File: src/rtl/mem_pkg.sv
// Shared memory-subsystem definitions used by mem_map, sdram_ctl and dram_arbiter.
package mem_pkg;

    localparam int unsigned DRAM_ADDR_W = 25;
    localparam int unsigned DRAM_DATA_W = 16;
    localparam int unsigned WD_W        = 8;

    typedef enum logic [2:0] {
        StIdle,
        StIssue,
        StWait,
        StDone,
        StAbort
    } arb_state_t;

endpackage

File: src/rtl/rr_pick.sv
// Combinational round-robin selector: first requester after i_last, wrapping.
module rr_pick #(
    parameter int unsigned NUM_PORTS = 3,
    parameter int unsigned IDX_W     = 2
) (
    input  logic [NUM_PORTS-1:0] i_req,
    input  logic [IDX_W-1:0]     i_last,
    output logic [IDX_W-1:0]     o_sel,
    output logic                 o_any
);

    int unsigned      w_idx;
    logic [IDX_W-1:0] w_k;

    always_comb begin
        o_any = 1'b0;
        o_sel = '0;
        w_idx = 0;
        w_k   = '0;
        // Offset 1 first so the previous owner is considered last.
        for (int unsigned i = 1; i <= NUM_PORTS; i++) begin
            w_idx = (int'(i_last) + i) % NUM_PORTS;
            w_k   = IDX_W'(w_idx);
            if (!o_any && i_req[w_k]) begin
                o_any = 1'b1;
                o_sel = w_k;
            end
        end
    end

endmodule

File: src/rtl/dram_arbiter.sv
// Round-robin arbiter sharing one sdram_ctl port among NUM_PORTS requesters,
// one transaction at a time, with a watchdog that aborts stalled transactions.
module dram_arbiter
    import mem_pkg::*;
#(
    parameter int unsigned NUM_PORTS = 3,
    parameter int unsigned TIMEOUT   = 64
) (
    input  logic                             clk,
    input  logic                             rst,
    input  logic [NUM_PORTS-1:0]             req,
    input  logic [NUM_PORTS-1:0]             req_we,
    input  logic [NUM_PORTS*DRAM_ADDR_W-1:0] req_addr,
    input  logic [NUM_PORTS*DRAM_DATA_W-1:0] req_wdata,
    output logic [NUM_PORTS-1:0]             gnt,
    output logic [NUM_PORTS-1:0]             done,
    output logic [NUM_PORTS-1:0]             err,
    output logic [DRAM_DATA_W-1:0]           rdata,
    output logic [DRAM_ADDR_W-1:0]           dram_addr,
    output logic                             dram_write_en,
    output logic [DRAM_DATA_W-1:0]           dram_data_in,
    output logic                             dram_refresh_data,
    input  logic [DRAM_DATA_W-1:0]           dram_read_data,
    input  logic                             dram_data_ready
);

    localparam int unsigned      IDX_W   = (NUM_PORTS > 1) ? $clog2(NUM_PORTS) : 1;
    localparam logic [WD_W-1:0]  WD_LAST = WD_W'(TIMEOUT - 1);
    localparam logic [IDX_W-1:0] LAST_RST = IDX_W'(NUM_PORTS - 1);

    arb_state_t             r_state;
    arb_state_t             w_state_next;
    logic [IDX_W-1:0]       r_sel;
    logic [IDX_W-1:0]       r_last;
    logic [WD_W-1:0]        r_wd;
    logic [DRAM_DATA_W-1:0] r_rdata;
    logic [DRAM_ADDR_W-1:0] r_addr;
    logic                   r_we;
    logic [DRAM_DATA_W-1:0] r_wdata;

    logic [IDX_W-1:0]       w_sel;
    logic                   w_any;
    logic [NUM_PORTS-1:0]   w_sel_oh;
    logic [DRAM_ADDR_W-1:0] w_addr  [NUM_PORTS];
    logic [DRAM_DATA_W-1:0] w_wdata [NUM_PORTS];

    for (genvar g = 0; g < NUM_PORTS; g++) begin : g_unpack
        assign w_addr[g]  = req_addr[g*DRAM_ADDR_W +: DRAM_ADDR_W];
        assign w_wdata[g] = req_wdata[g*DRAM_DATA_W +: DRAM_DATA_W];
    end

    rr_pick #(
        .NUM_PORTS (NUM_PORTS),
        .IDX_W     (IDX_W)
    ) u_rr_pick (
        .i_req  (req),
        .i_last (r_last),
        .o_sel  (w_sel),
        .o_any  (w_any)
    );

    always_comb begin
        w_state_next = r_state;
        unique case (r_state)
            StIdle:  if (w_any) w_state_next = StIssue;
            StIssue: w_state_next = StWait;
            StWait: begin
                // A completion in the final watchdog cycle still counts as success.
                if (dram_data_ready)      w_state_next = StDone;
                else if (r_wd == WD_LAST) w_state_next = StAbort;
            end
            StDone:  w_state_next = StIdle;
            StAbort: w_state_next = StIdle;
            default: w_state_next = StIdle;
        endcase
    end

    always_ff @(posedge clk) begin
        if (rst) begin
            r_state <= StIdle;
            r_sel   <= '0;
            r_last  <= LAST_RST;
            r_wd    <= '0;
            r_rdata <= '0;
            r_addr  <= '0;
            r_we    <= 1'b0;
            r_wdata <= '0;
        end else begin
            r_state <= w_state_next;
            unique case (r_state)
                StIdle: begin
                    if (w_any) begin
                        r_sel   <= w_sel;
                        r_addr  <= w_addr[w_sel];
                        r_we    <= req_we[w_sel];
                        r_wdata <= w_wdata[w_sel];
                    end
                end
                StIssue: r_wd <= '0;
                StWait: begin
                    if (dram_data_ready) begin
                        r_rdata <= dram_read_data;
                        r_last  <= r_sel;
                    end else if (r_wd == WD_LAST) begin
                        r_last <= r_sel;
                    end
                    if (r_wd != '1) r_wd <= r_wd + 1'b1;
                end
                default: ;
            endcase
        end
    end

    assign w_sel_oh = NUM_PORTS'(1) << r_sel;

    assign gnt               = (r_state != StIdle) ? w_sel_oh : '0;
    assign done              = (r_state == StDone) ? w_sel_oh : '0;
    assign err               = (r_state == StAbort) ? w_sel_oh : '0;
    assign dram_refresh_data = (r_state == StIssue);
    assign rdata             = r_rdata;
    assign dram_addr         = r_addr;
    assign dram_write_en     = r_we;
    assign dram_data_in      = r_wdata;

endmodule
File: config.mk
export PLATFORM = sky130hd
export DESIGN_NAME = dram_arbiter
export DESIGN_NICKNAME = d
export VERILOG_FILES = /design/src/rtl/mem_pkg.sv /design/src/rtl/rr_pick.sv /design/src/rtl/dram_arbiter.sv
export SDC_FILE = /design/constraint.sdc
export NUM_CORES = 1
export LEC_CHECK = 0
export BUFFER_PORTS_ARGS = -buffer_cell sky130_fd_sc_hd__buf_4
export CAP_MARGIN = 20
export CORE_MARGIN = 8
export CORE_UTILIZATION = 45
export DETAILED_ROUTE_END_ITERATION = 6
export GPL_ROUTABILITY_DRIVEN = 0
export PLACE_DENSITY = 0.81
export SLEW_MARGIN = 20
export SYNTH_ARGS = -nofsm -noshare
export SYNTH_HDL_FRONTEND = slang
export SYNTH_SLANG_ARGS = --single-unit
File: constraint.sdc
create_clock -name clk -period 3.1 [get_ports clk]
set_clock_uncertainty 0.2 [all_clocks]
set_input_delay 0.62 -clock clk [delete_from_list [all_inputs] [get_ports clk]]
set_output_delay 0.62 -clock clk [all_outputs]
set_load 0.01 [all_outputs]
==> impl_results.md, run 1 <==
* Layout cell share with drive strength beyond 1 at 39.2%
* Fin. Hold Viols at 0
* Clock-pin slew on the worst setup and hold paths at 0.08 ns
* Slew margin rel. at between 40% and 50%
* Setup ws final at around 0.29 ns
* Initial DRC count at between 150 and 200
* Max Cap Viol at 0
* Post-synth EDFFs at 0
* Actual slew at the worst max-slew pin at roughly 0.85 ns
* # setup viols final at 0
* Area occupied by multi-input gates at between 2000 and 2500 um2
* CP Capture Type: flip-flop
* Final ANT Viol Nets at 0
* Worst min-delay path class: reg -> reg
* Vias at about 4,000
* Sink Count at 73
* Worst R2R Path Depth at 9
* TritonCTS clock tree: built
* IR drop worst, VDD at between 0.4 and 0.5 mV
* Die area at between 10,000 and 15,000 um2
* # resized after CTS at 0
* All-layer global routing usage at between 20 and 25%
* Final period util at 90.8%
* DRT Wirelength at 13,600 um
* Fin nets at slightly below 800
* GRT overflow at 0
* Syn Nets at around 590
* Setup TNS at 0 ns
* Core area at roughly 8600 um2
* Fmax at 0.355 GHz
* Seq. cell area at 1460 um2
* Buffers on Ports at approximately 220
* Mapped Area at between 3000 and 4000 um2
* Max-slew violations at 0
* Crit path kind: reg -> reg
* Register area share after synthesis at 37.3%
* Synth-to-Final Area Change at 45.8%
* First-pass GRT wire length at around 21,000 um
* Synth Instances at 440
* Post-place setup slack at ~0.32 ns
* Ports at approximately 220
* Root Driver: clkbuf_8
* Worst Setup Start Kind: flip-flop
* Fill count at 724
* Drc violations at 0
* Total power at roughly 0.0027 W
* Mean Syn Cell Area at about 9 um2
* DR WL/cell at about 18 um
* Initial antenna violation count at 0
* Largest net degree at the start of global routing at 87
* DPL Wire Length at 10,300 um
* Vias in the first global route at a little over 4,000
* Initial Util at ~46%
* RSZ-0062 raised after global routing: no
* Die width at 109 um
* Status: complete, no violations
* CP Max Fanout at 86
* Total number of yosys warnings at 0
* Skew-Pair Late Insertion Delay at around 0.33 ns
* # rows at 34
* Post-layout min period at 2.81 ns
* Die height at 109 um
* Depth of the CTS H-tree at 3
* Vias per cell at 5.49
* CTS Buf Count at 9
* Worst hold stages at 2
* Synth unique cells at 48
* PD cells at between 400 and 500 nW/um2
* Clock Path Buffers at 2
* Post-CTS setup buffer count at 0
* Ys flop type: dfxtp_1
* Leak pwr at 2.44 nW
* Hold buffers post-CTS at 0
* DRT Pass-1 Iters at 4
* Ant diodes at 0
* Critical path arrival at about 2.8 ns
* Synth async-reset ratio at 0%
* Crit path required time at 3.12 ns
* Number of synthesized register bits at 73
==> placed cells by master, fill, tap and decap left out, drive strengths merged, types with 2 or more instances in the layout <==
master  netlist  routed
a21oi        25      25
a31oi        43      43
buf          16     223
clkbuf       18      11
clkinv        0       2
dfxtp        73      73
ha            5       5
inv           6       7
mux2i        47      47
nand2        43      43
nand2b        5       5
nand3         8       8
nand3b        3       3
nand4         2       2
nor2         18      18
nor2b         3       3
nor3          6       6
nor3b         2       2
nor4b        42      42
o21ai        48      48
o31ai         3       3
or3           2       2
xnor2         2       2
xor2          5       5
==> metrics by stage <==
step / hold slack [ns] / instance area, um2 / utilization, % / instances
after global routing: 0.280 / 5720 / 66.5 / 748
after global placement: 0.242 / 5510 / 64.1 / 732
after detailed placement: 0.247 / 5510 / 64.1 / 732
after floorplan: 0.260 / 3920 / - / 440
final: 0.256 / 5720 / 66.5 / 748
after CTS: 0.257 / 5720 / 66.5 / 748
==> report_power, final <==
part / total (W) / switching (W) / internal [W]
Clock: 0.000765 / 0.000365 / 0.000400
Sequential: 0.00110 / 0.0000642 / 0.00104
Combinational: 0.000833 / 0.000422 / 0.000411
Total: 0.00270 / 0.000851 / 0.00185
==> final cells by class <==
class                   count  area share, %
well taps                 108           2.36
clock buffers              11           2.47
clock inverters             5           1.12
multi-input cells         322           38.4
inverters                   6          0.394
flip-flops and latches     73           25.6
repair buffers            223           29.7
==> per-layer routing <==
metal  part of all wire (%)  global-route usage, %  wire length (um)  vias up
met3                    9.9                   7.39              1350       11
met2                     51                   39.0              7010      164
li1                       -                      -                 -     2022
met4                   0.68                   4.24                93        0
met5                      0                      0                 0        -
met1                     38                   23.5              5180     1906
==> final timing paths <==
| kind | startpoint | to | slack [ns] |
|---|---|---|---|
| setup reg to reg | r_last[0] | dram_data_in[1] | 0.29 |
| setup / recovery | r_last[0] | dram_data_in[1] | 0.29 |
| hold / removal | rdata[1] | rdata[1] | 0.26 |
| hold reg to reg | rdata[1] | rdata[1] | 0.26 |
==> cells by family after synthesis <==
logic type | synth area share [%]
fa+ha+maj | 1.60
xor+xnor | 1.56
compound gates | 19.6
flops | 37.3
simple gates | 20.6
buf+inv | 7.12
mux | 12.3
==> critical path, stage by stage, from the launching register on <==
cell	delay (ns)
dfxtp_1	0.39
inv_1	0.08
ha_1	0.47
mux2i_1	0.27
o21ai_2	0.15
o31ai_4	0.36
buf_12	0.33
nor4b_1	0.12
a31oi_1	0.18
o21ai_1	0.08
==> Yosys cell counts (2+ instances only) <==
cell | instances | area, um2
nor2b_1 | 3 | 18.8
o21ai_2 | 3 | 26.3
buf_1 | 2 | 7.51
buf_2 | 5 | 25.0
nand2b_1 | 5 | 31.3
nand4_1 | 2 | 12.5
nor3_1 | 5 | 25.0
mux2i_1 | 47 | 470
clkbuf_2 | 2 | 10.0
nand2_1 | 43 | 161
nor2_1 | 18 | 67.6
dfxtp_1 | 73 | 1460
inv_1 | 5 | 18.8
nor4b_1 | 42 | 368
o21ai_0 | 4 | 20.0
clkbuf_1 | 16 | 60.1
ha_1 | 5 | 62.6
or3_1 | 2 | 12.5
dlygate4sd1_1 | 4 | 35.0
nand3b_1 | 3 | 22.5
buf_4 | 2 | 15.0
buf_8 | 4 | 60.1
o21ai_1 | 40 | 200
buf_6 | 3 | 33.8
xnor2_1 | 2 | 17.5
nand3_1 | 8 | 40.0
o31ai_4 | 2 | 42.5
xor2_1 | 5 | 43.8
a31oi_1 | 43 | 269
a21oi_1 | 24 | 120
==> flip-flops by register name, indices dropped and copies added, names as in the netlist <==
signal         flops
dram_addr         25
dram_data_in      16
rdata             16
r_wd               8
r_state            3
r_last             2
r_sel              2
dram_write_en      1
Power figures use the tool's default switching activity.
==> inputs of run 2 (changes only) <==
--- a/config.mk
+++ b/config.mk
@@ -5,14 +5,16 @@
 export SDC_FILE = /design/constraint.sdc
 export NUM_CORES = 1
 export LEC_CHECK = 0
-export BUFFER_PORTS_ARGS = -buffer_cell sky130_fd_sc_hd__buf_4
+export ABC_AREA = 1
+export BUFFER_PORTS_ARGS = -buffer_cell sky130_fd_sc_hd__buf_2
 export CAP_MARGIN = 20
 export CORE_MARGIN = 8
 export CORE_UTILIZATION = 45
 export DETAILED_ROUTE_END_ITERATION = 6
 export GPL_ROUTABILITY_DRIVEN = 0
-export PLACE_DENSITY = 0.81
+export PLACE_DENSITY = 0.8
 export SLEW_MARGIN = 20
 export SYNTH_ARGS = -nofsm -noshare
 export SYNTH_HDL_FRONTEND = slang
+export SYNTH_HIERARCHICAL = 1
 export SYNTH_SLANG_ARGS = --single-unit
==> impl_results.md, run 2 <==
* Max-slew violations at 0 (unchanged)
* Mapped Area at 4020 um2 (was 3920 um2)
* Count leader, synth: nand2_1 (was dfxtp_1)
* Hold buffers post-CTS at 0 (unchanged)
* Fin Hold WS at 0.262 ns (was 0.256 ns)
* Worst min-delay path class: reg -> reg (unchanged)
* Fin nets at 981 (was 788)
* Initial antenna violation count at 0 (unchanged)
* Buffers on Ports at 215 (unchanged)
* Synth top area share at 36.4% (was 37.3%)
* # setup viols final at 0 (unchanged)
* Largest register FFs at 25 (unchanged)
* Leak pwr at 2.60 nW (was 2.44 nW)
* Fmax at 0.377 GHz (was 0.355 GHz)
* Slew margin rel. at 54.3% (was 43.3%)
* Synth Instances at 634 (was 440)
* Critical path arrival at 2.73 ns (was 2.83 ns)
* GRT overflow at 0 (unchanged)
* Top layer in use: met4 (unchanged)
* M1 WL at 5470 um (was 5180 um)
* Synth area leader: dfxtp_1 (unchanged)
* Crit path required time at 3.18 ns (was 3.12 ns)
* Die area at 12,200 um2 (was 12,000 um2)
* CTS Buf Count at 9 (unchanged)
* Largest net degree at the start of global routing at 47 (was 87)
* CP startpoint: r_last[0] (unchanged)
* Met2 wire len at 6720 um (was 7010 um)
* Max Cap Viol at 0 (unchanged)
* Actual slew at the worst max-slew pin at 0.684 ns (was 0.849 ns)
* All-layer global routing usage at 22.0% (was 21.4%)
* Final ANT Viol Nets at 0 (unchanged)
* Vias in the first global route at 5,007 (was 4,151)
* Commonest non-fill, non-tap cell in the layout: buf_2 (was buf_4)
* Core area at 8680 um2 (was 8590 um2)
* Initial Util at 46.3% (was 45.6%)
* # rows at 34 (unchanged)
* Fill count at 857 (was 724)
* Worst Setup Start Kind: flip-flop (unchanged)
* CP Max Fanout at 34 (was 86)
* Root Driver: clkbuf_8 (unchanged)
* Number of synthesized register bits at 73 (unchanged)
* Most frequent cells in the layout: buf_2, nand2_1, dfxtp_1 (was buf_4, dfxtp_1, mux2i_1)
* CP Capture Type: flip-flop (unchanged)
* Vias per cell at 5.16 (was 5.49)
* Synth unique cells at 26 (was 48)
* Crit path kind: reg -> reg (unchanged)
* Synth top area cells: dfxtp_1, nand2_1, a21oi_1 (was dfxtp_1, mux2i_1, nor4b_1)
* Die width at 111 um (was 109 um)
* Hold_sp: rdata[4] (was rdata[1])
* Vias at 4,869 (was 4,103)
* Initial DRC count at 178 (was 185)
* Drc violations at 0 (unchanged)
* Synth-to-Final Area Change at 31.3% (was 45.8%)
* RSZ-0062 raised after global routing: no (unchanged)
* Clock Path Buffers at 2 (unchanged)
* DRT Wirelength at 13,900 um (was 13,600 um)
* DPL Wire Length at 10,600 um (was 10,300 um)
* Register area share after synthesis at 36.4% (was 37.3%)
* TritonCTS clock tree: built (unchanged)
* R2r startpoint: r_last[0] (unchanged)
* IR drop worst, VDD at 0.394 mV (was 0.443 mV)
* Top post-synthesis cells by count: nand2_1, dfxtp_1, a21oi_1 (was dfxtp_1, mux2i_1, a31oi_1, nand2_1, nor4b_1)
* Skew-Pair Late Insertion Delay at 0.34 ns (was 0.33 ns)
* Metal3 WL at 1360 um (was 1350 um)
* DRT Pass-1 Iters at 5 (was 4)
* Syn Nets at 785 (was 593)
* Layout cell share with drive strength beyond 1 at 30.9% (was 39.2%)
* Clock-pin slew on the worst setup and hold paths at 0.08 ns (about the same)
* Mean Syn Cell Area at 6.34 um2 (was 8.91 um2)
* Synth async-reset ratio at 0% (unchanged)
* Ys flop type: dfxtp_1 (unchanged)
* Final period util at 85.6% (was 90.8%)
* Setup TNS at 0 ns (unchanged)
* Sink Count at 73 (unchanged)
* Status: complete, no violations (unchanged)
* Ant diodes at 0 (unchanged)
* Seq. cell area at 1460 um2 (unchanged)
* PD cells at 712 nW/um2 (was 473 nW/um2)
* # resized after CTS at 0 (unchanged)
* First-pass GRT wire length at 23,200 um (was 20,700 um)
* DR WL/cell at 14.7 um (was 18.2 um)
* Post-CTS setup buffer count at 0 (unchanged)
* Post-synth EDFFs at 0 (unchanged)
* Die height at 111 um (was 109 um)
* Post-layout min period at 2.65 ns (was 2.81 ns)
* Ports at 216 (unchanged)
* Area occupied by multi-input gates at 2160 um2 (was 2190 um2)
* Fin. Hold Viols at 0 (unchanged)
* Depth of the CTS H-tree at 3 (unchanged)
* Total number of yosys warnings at 6 (was 0)
[run 2: critical path, stage by stage, from the launching register on]
cell	delay, ns
dfxtp_1	0.36
inv_1	0.05
ha_1	0.40
inv_2	0.12
o21ai_0	0.08
nor2_1	0.14
nand3_2	0.08
nand2_1	0.06
inv_1	0.03
nand2_1	0.16
buf_4	0.33
o21ai_0	0.20
o21ai_0	0.18
nand2_1	0.06
a21oi_1	0.12
[run 2: power breakdown]
group	switching [W]	leakage (nW)	internal [W]
registers	0.000130	0.598	0.00116
logic	0.00109	1.90	0.000615
clock network	0.000370	0.0985	0.000395
[run 2: area by class of cell]
class,count,area share (%)
clock inverter,6,1.28
inverter,41,2.92
tap,108,2.56
clock buffer,10,2.61
sequential,73,27.7
timing repair buffer,226,22.0
multi-input combinational,479,41.0
[run 2: cells by family after synthesis]
kind of cell             count (synthesis)  share of synthesized area (%)
adder cells (fa/ha/maj)                  3                          0.934
buffers and inverters                   82                           9.81
AO/OA/AOI/OAI                          162                           20.3
XOR/XNOR                                 1                          0.218
flip-flops                              73                           36.4
AND/OR/NAND/NOR                        313                           32.3
[run 2: routing by layer]
layer / vias to the layer above / global-route usage, %
met3: 25 / 7.90
met1: 2198 / 24.5
met5: - / 0
li1: 2444 / -
met4: 0 / 8.74
met2: 202 / 37.0
[run 2: worst paths after layout]
| path | endpoint | slack, ns | cells past startpoint |
|---|---|---|---|
| setup / recovery | dram_addr[18] | 0.45 | 14 |
| hold / removal | rdata[4] | 0.26 | 2 |
| setup reg to reg | dram_addr[18] | 0.45 | 14 |
| hold reg to reg | rdata[4] | 0.26 | 2 |
[run 2: through the flow]
stage / utilization [%] / worst slack [ns] / cell area [um2] / total power (W) / cells
3_3_place_gp: 58.4 / 0.536 / 5070 / 0.00296 / 927
3_5_place_dp: 58.4 / 0.448 / 5070 / 0.00301 / 927
4_1_cts: 60.8 / 0.444 / 5280 / 0.00378 / 943
5_1_grt: 60.8 / 0.187 / 5280 / 0.00407 / 943
2_1_floorplan: - / 0.826 / 4020 / 0.00248 / 634
6_report: 60.8 / 0.447 / 5280 / 0.00376 / 943
==> inputs of run 3 (changes only) <==
--- a/config.mk
+++ b/config.mk
@@ -9,10 +9,11 @@
 export BUFFER_PORTS_ARGS = -buffer_cell sky130_fd_sc_hd__buf_2
 export CAP_MARGIN = 20
 export CORE_MARGIN = 8
-export CORE_UTILIZATION = 45
+export CORE_UTILIZATION = 49
 export DETAILED_ROUTE_END_ITERATION = 6
 export GPL_ROUTABILITY_DRIVEN = 0
-export PLACE_DENSITY = 0.8
+export PLACE_DENSITY = 0.86
+export REMOVE_ABC_BUFFERS = 1
 export SLEW_MARGIN = 20
 export SYNTH_ARGS = -nofsm -noshare
 export SYNTH_HDL_FRONTEND = slang
==> constraint.sdc (replaced) <==
create_clock -name clk -period 3.3 [get_ports clk]
set_clock_uncertainty 0.2 [all_clocks]
set_input_delay 0.66 -clock clk [delete_from_list [all_inputs] [get_ports clk]]
set_output_delay 0.66 -clock clk [all_outputs]
set_load 0.01 [all_outputs]
==> impl_results.md, run 3 (same netlist as run 2, synthesis figures left out) <==
* Status: complete, no violations (unchanged)
* CP peak stage delay at 0.42 ns (was 0.40 ns)
* Max Cap Viol at 0 (unchanged)
* Root Driver: clkbuf_8 (unchanged)
* Die area at 11,400 um2 (was 12,200 um2)
* Hold_sp: rdata[11] (was rdata[4])
* Worst hold stages at 2 (unchanged)
* Hold path endpoint: rdata[11] (was rdata[4])
* Buffers on Ports at 215 (unchanged)
* GRT overflow at 0 (unchanged)
* Ports at 216 (unchanged)
* Post-layout min period at 2.92 ns (was 2.65 ns)
* Depth of the CTS H-tree at 3 (unchanged)
* Clock-pin slew on the worst setup and hold paths at 0.07 ns (was 0.08 ns)
* Commonest non-fill, non-tap cell in the layout: buf_2 (unchanged)
* Fmax at 0.343 GHz (was 0.377 GHz)
* Drc violations at 0 (unchanged)
* Slowest-stage cell, CP: ha_1 (unchanged)
* First-pass GRT wire length at 22,100 um (was 23,200 um)
* Vias in the first global route at 4,853 (was 5,007)
* Worst Setup Start Kind: flip-flop (unchanged)
* Fin nets at 980 (was 981)
* Fin. Hold Viols at 0 (unchanged)
* Crit path buffers/inverters at 3 (was 4)
* Worst min-delay path class: reg -> reg (unchanged)
* R2r startpoint: r_last[0] (unchanged)
* Initial Util at 49.7% (was 46.3%)
* CTS Buf Count at 9 (unchanged)
* Initial antenna violation count at 1 (was 0)
* Placed Area at 5070 um2 (about the same)
* Actual slew at the worst max-slew pin at 0.704 ns (was 0.684 ns)
* RSZ-0062 raised after global routing: no (unchanged)
* Worst R2R End: dram_addr[15] (was dram_addr[18])
* Crit path required time at 3.36 ns (was 3.18 ns)
* Clock Path Buffers at 2 (unchanged)
* Largest net degree at the start of global routing at 41 (was 47)
* Post-CTS setup buffer count at 0 (unchanged)
* DR WL/cell at 14.6 um (was 14.7 um)
* DRT Pass-1 Iters at 4 (was 5)
* # resized after CTS at 0 (unchanged)
* Vias per cell at 5.22 (was 5.16)
* Final period util at 88.4% (was 85.6%)
* Leak pwr at 2.60 nW (about the same)
* Max-slew violations at 0 (unchanged)
* Most used cell, CP: nand2_1
* Most frequent cells in the layout: buf_2, nand2_1, dfxtp_1 (unchanged)
* All-layer global routing usage at 23.2% (was 22.0%)
* Final ANT Viol Nets at 0 (unchanged)
* Core area at 8090 um2 (was 8680 um2)
* Vias at 4,906 (was 4,869)
* Skew-Pair Late Insertion Delay at 0.33 ns (was 0.34 ns)
* TritonCTS clock tree: built (unchanged)
* DPL Wire Length at 10,500 um (was 10,600 um)
* Die height at 107 um (was 111 um)
* # rows at 33 (was 34)
* Finished Cell Area at 5270 um2 (was 5280 um2)
* Initial DRC count at 179 (was 178)
* Die width at 107 um (was 111 um)
* PD cells at 666 nW/um2 (was 712 nW/um2)
* Critical path arrival at 2.98 ns (was 2.73 ns)
* Worst R2R Setup Slack at 0.38 ns (was 0.45 ns)
* Worst R2R Path Depth at 13 (was 14)
* Worst-path cell chain: inv_1 -> ha_1 -> o21ai_0 -> nand2_1 -> nand4_1 -> nand2_1 -> inv_1 -> nor2_4 -> buf_12 -> nand2_1 -> o21ai_1 -> nand2_1 -> a21oi_1 (was inv_1 -> ha_1 -> inv_2 -> o21ai_0 -> nor2_1 -> nand3_2 -> nand2_1 -> inv_1 -> nand2_1 -> buf_4 -> o21ai_0 -> o21ai_0 -> nand2_1 -> a21oi_1)
* Setup TNS at 0 ns (unchanged)
* Hold buffers post-CTS at 0 (unchanged)
* DRT Wirelength at 13,700 um (was 13,900 um)
* Sink Count at 73 (unchanged)
* # setup viols final at 0 (unchanged)
* Crit path kind: reg -> reg (unchanged)
* IR drop worst, VDD at 0.323 mV (was 0.394 mV)
* CP Max Fanout at 23 (was 34)
* Top cell family by delay on the critical path: simple AND/OR/NAND/NOR gates (was compound AO/OA/AOI/OAI gates)
* Synth-to-Final Area Change at 31.2% (was 31.3%)
* Slew margin rel. at 53.0% (was 54.3%)
* CP Capture Type: flip-flop (unchanged)
* Layout cell share with drive strength beyond 1 at 30.6% (was 30.9%)
* Largest register FFs at 25 (unchanged)
run 3: cell count changes in the layout (fill, tap and decap cells not counted):
cell / change
buf_4: -2
diode_2: +1
clkinvlp_4: -2
buf_12: +1
clkbuf_8: +1
clkinv_4: -2
clkinv_2: +1
clkbuf_1: +1
run 3: power by group:
part | total, W | internal (W) | switching [W] | leakage, nW
Sequential | 0.00121 | 0.00109 | 0.000119 | 0.598
Clock | 0.000704 | 0.000385 | 0.000320 | 0.102
Combinational | 0.00160 | 0.000582 | 0.00102 | 1.90
run 3: how the worst max path moves through the flow:
stage                   start          endpoint  slack, ns  depth (start not counted)
finish              r_last[0]     dram_addr[15]       0.38                         13
detailed placement  r_last[0]     dram_addr[15]       0.44                         13
global route        r_last[0]  dram_data_in[11]       0.06                         13
CTS                 r_last[0]     dram_addr[15]       0.41                         13
floorplan           r_last[0]     dram_addr[14]       0.09                         14
global placement    r_last[0]     dram_write_en       0.56                         14
run 3: worst reg2reg max path, cell delays in order (launching register included):
cell	delay [ns]
dfxtp_1	0.36
inv_1	0.06
ha_1	0.42
o21ai_0	0.19
nand2_1	0.17
nand4_1	0.10
nand2_1	0.26
inv_1	0.14
nor2_4	0.39
buf_12	0.22
nand2_1	0.07
o21ai_1	0.07
nand2_1	0.06
a21oi_1	0.14
run 3: stage by stage:
stage | hold slack, ns | total power [W] | cells | util (%) | worst slack [ns]
finish | 0.261 | 0.00351 | 939 | 65.1 | 0.381
global route | 0.277 | 0.00378 | 939 | 65.1 | 0.0553
CTS | 0.263 | 0.00352 | 938 | 65.1 | 0.410
detailed placement | 0.251 | 0.00282 | 923 | 62.7 | 0.438
global placement | 0.245 | 0.00277 | 923 | 62.7 | 0.563
floorplan | 0.254 | 0.00217 | 593 | - | 0.0923
run 3: area by class of cell:
cell class              count  area, um2
repair buffers            225       1160
fillers                   737       2820
inverters                  41        154
flip-flops and latches     73       1460
well taps                 105        131
diodes                      1       2.50
clock inverters             3       40.0
multi-input cells         479       2160
clock buffers              12        155
run 3: routing by layer:
| metal | up-vias | GRT usage (%) | wire length, um |
|---|---|---|---|
| li1 | 2445 | - | - |
| met1 | 2193 | 23.4 | 4920 |
| met2 | 230 | 42.0 | 6920 |
| met3 | 38 | 7.99 | 1390 |
| met4 | 0 | 10.4 | 449 |
| met5 | - | 0 | 0 |
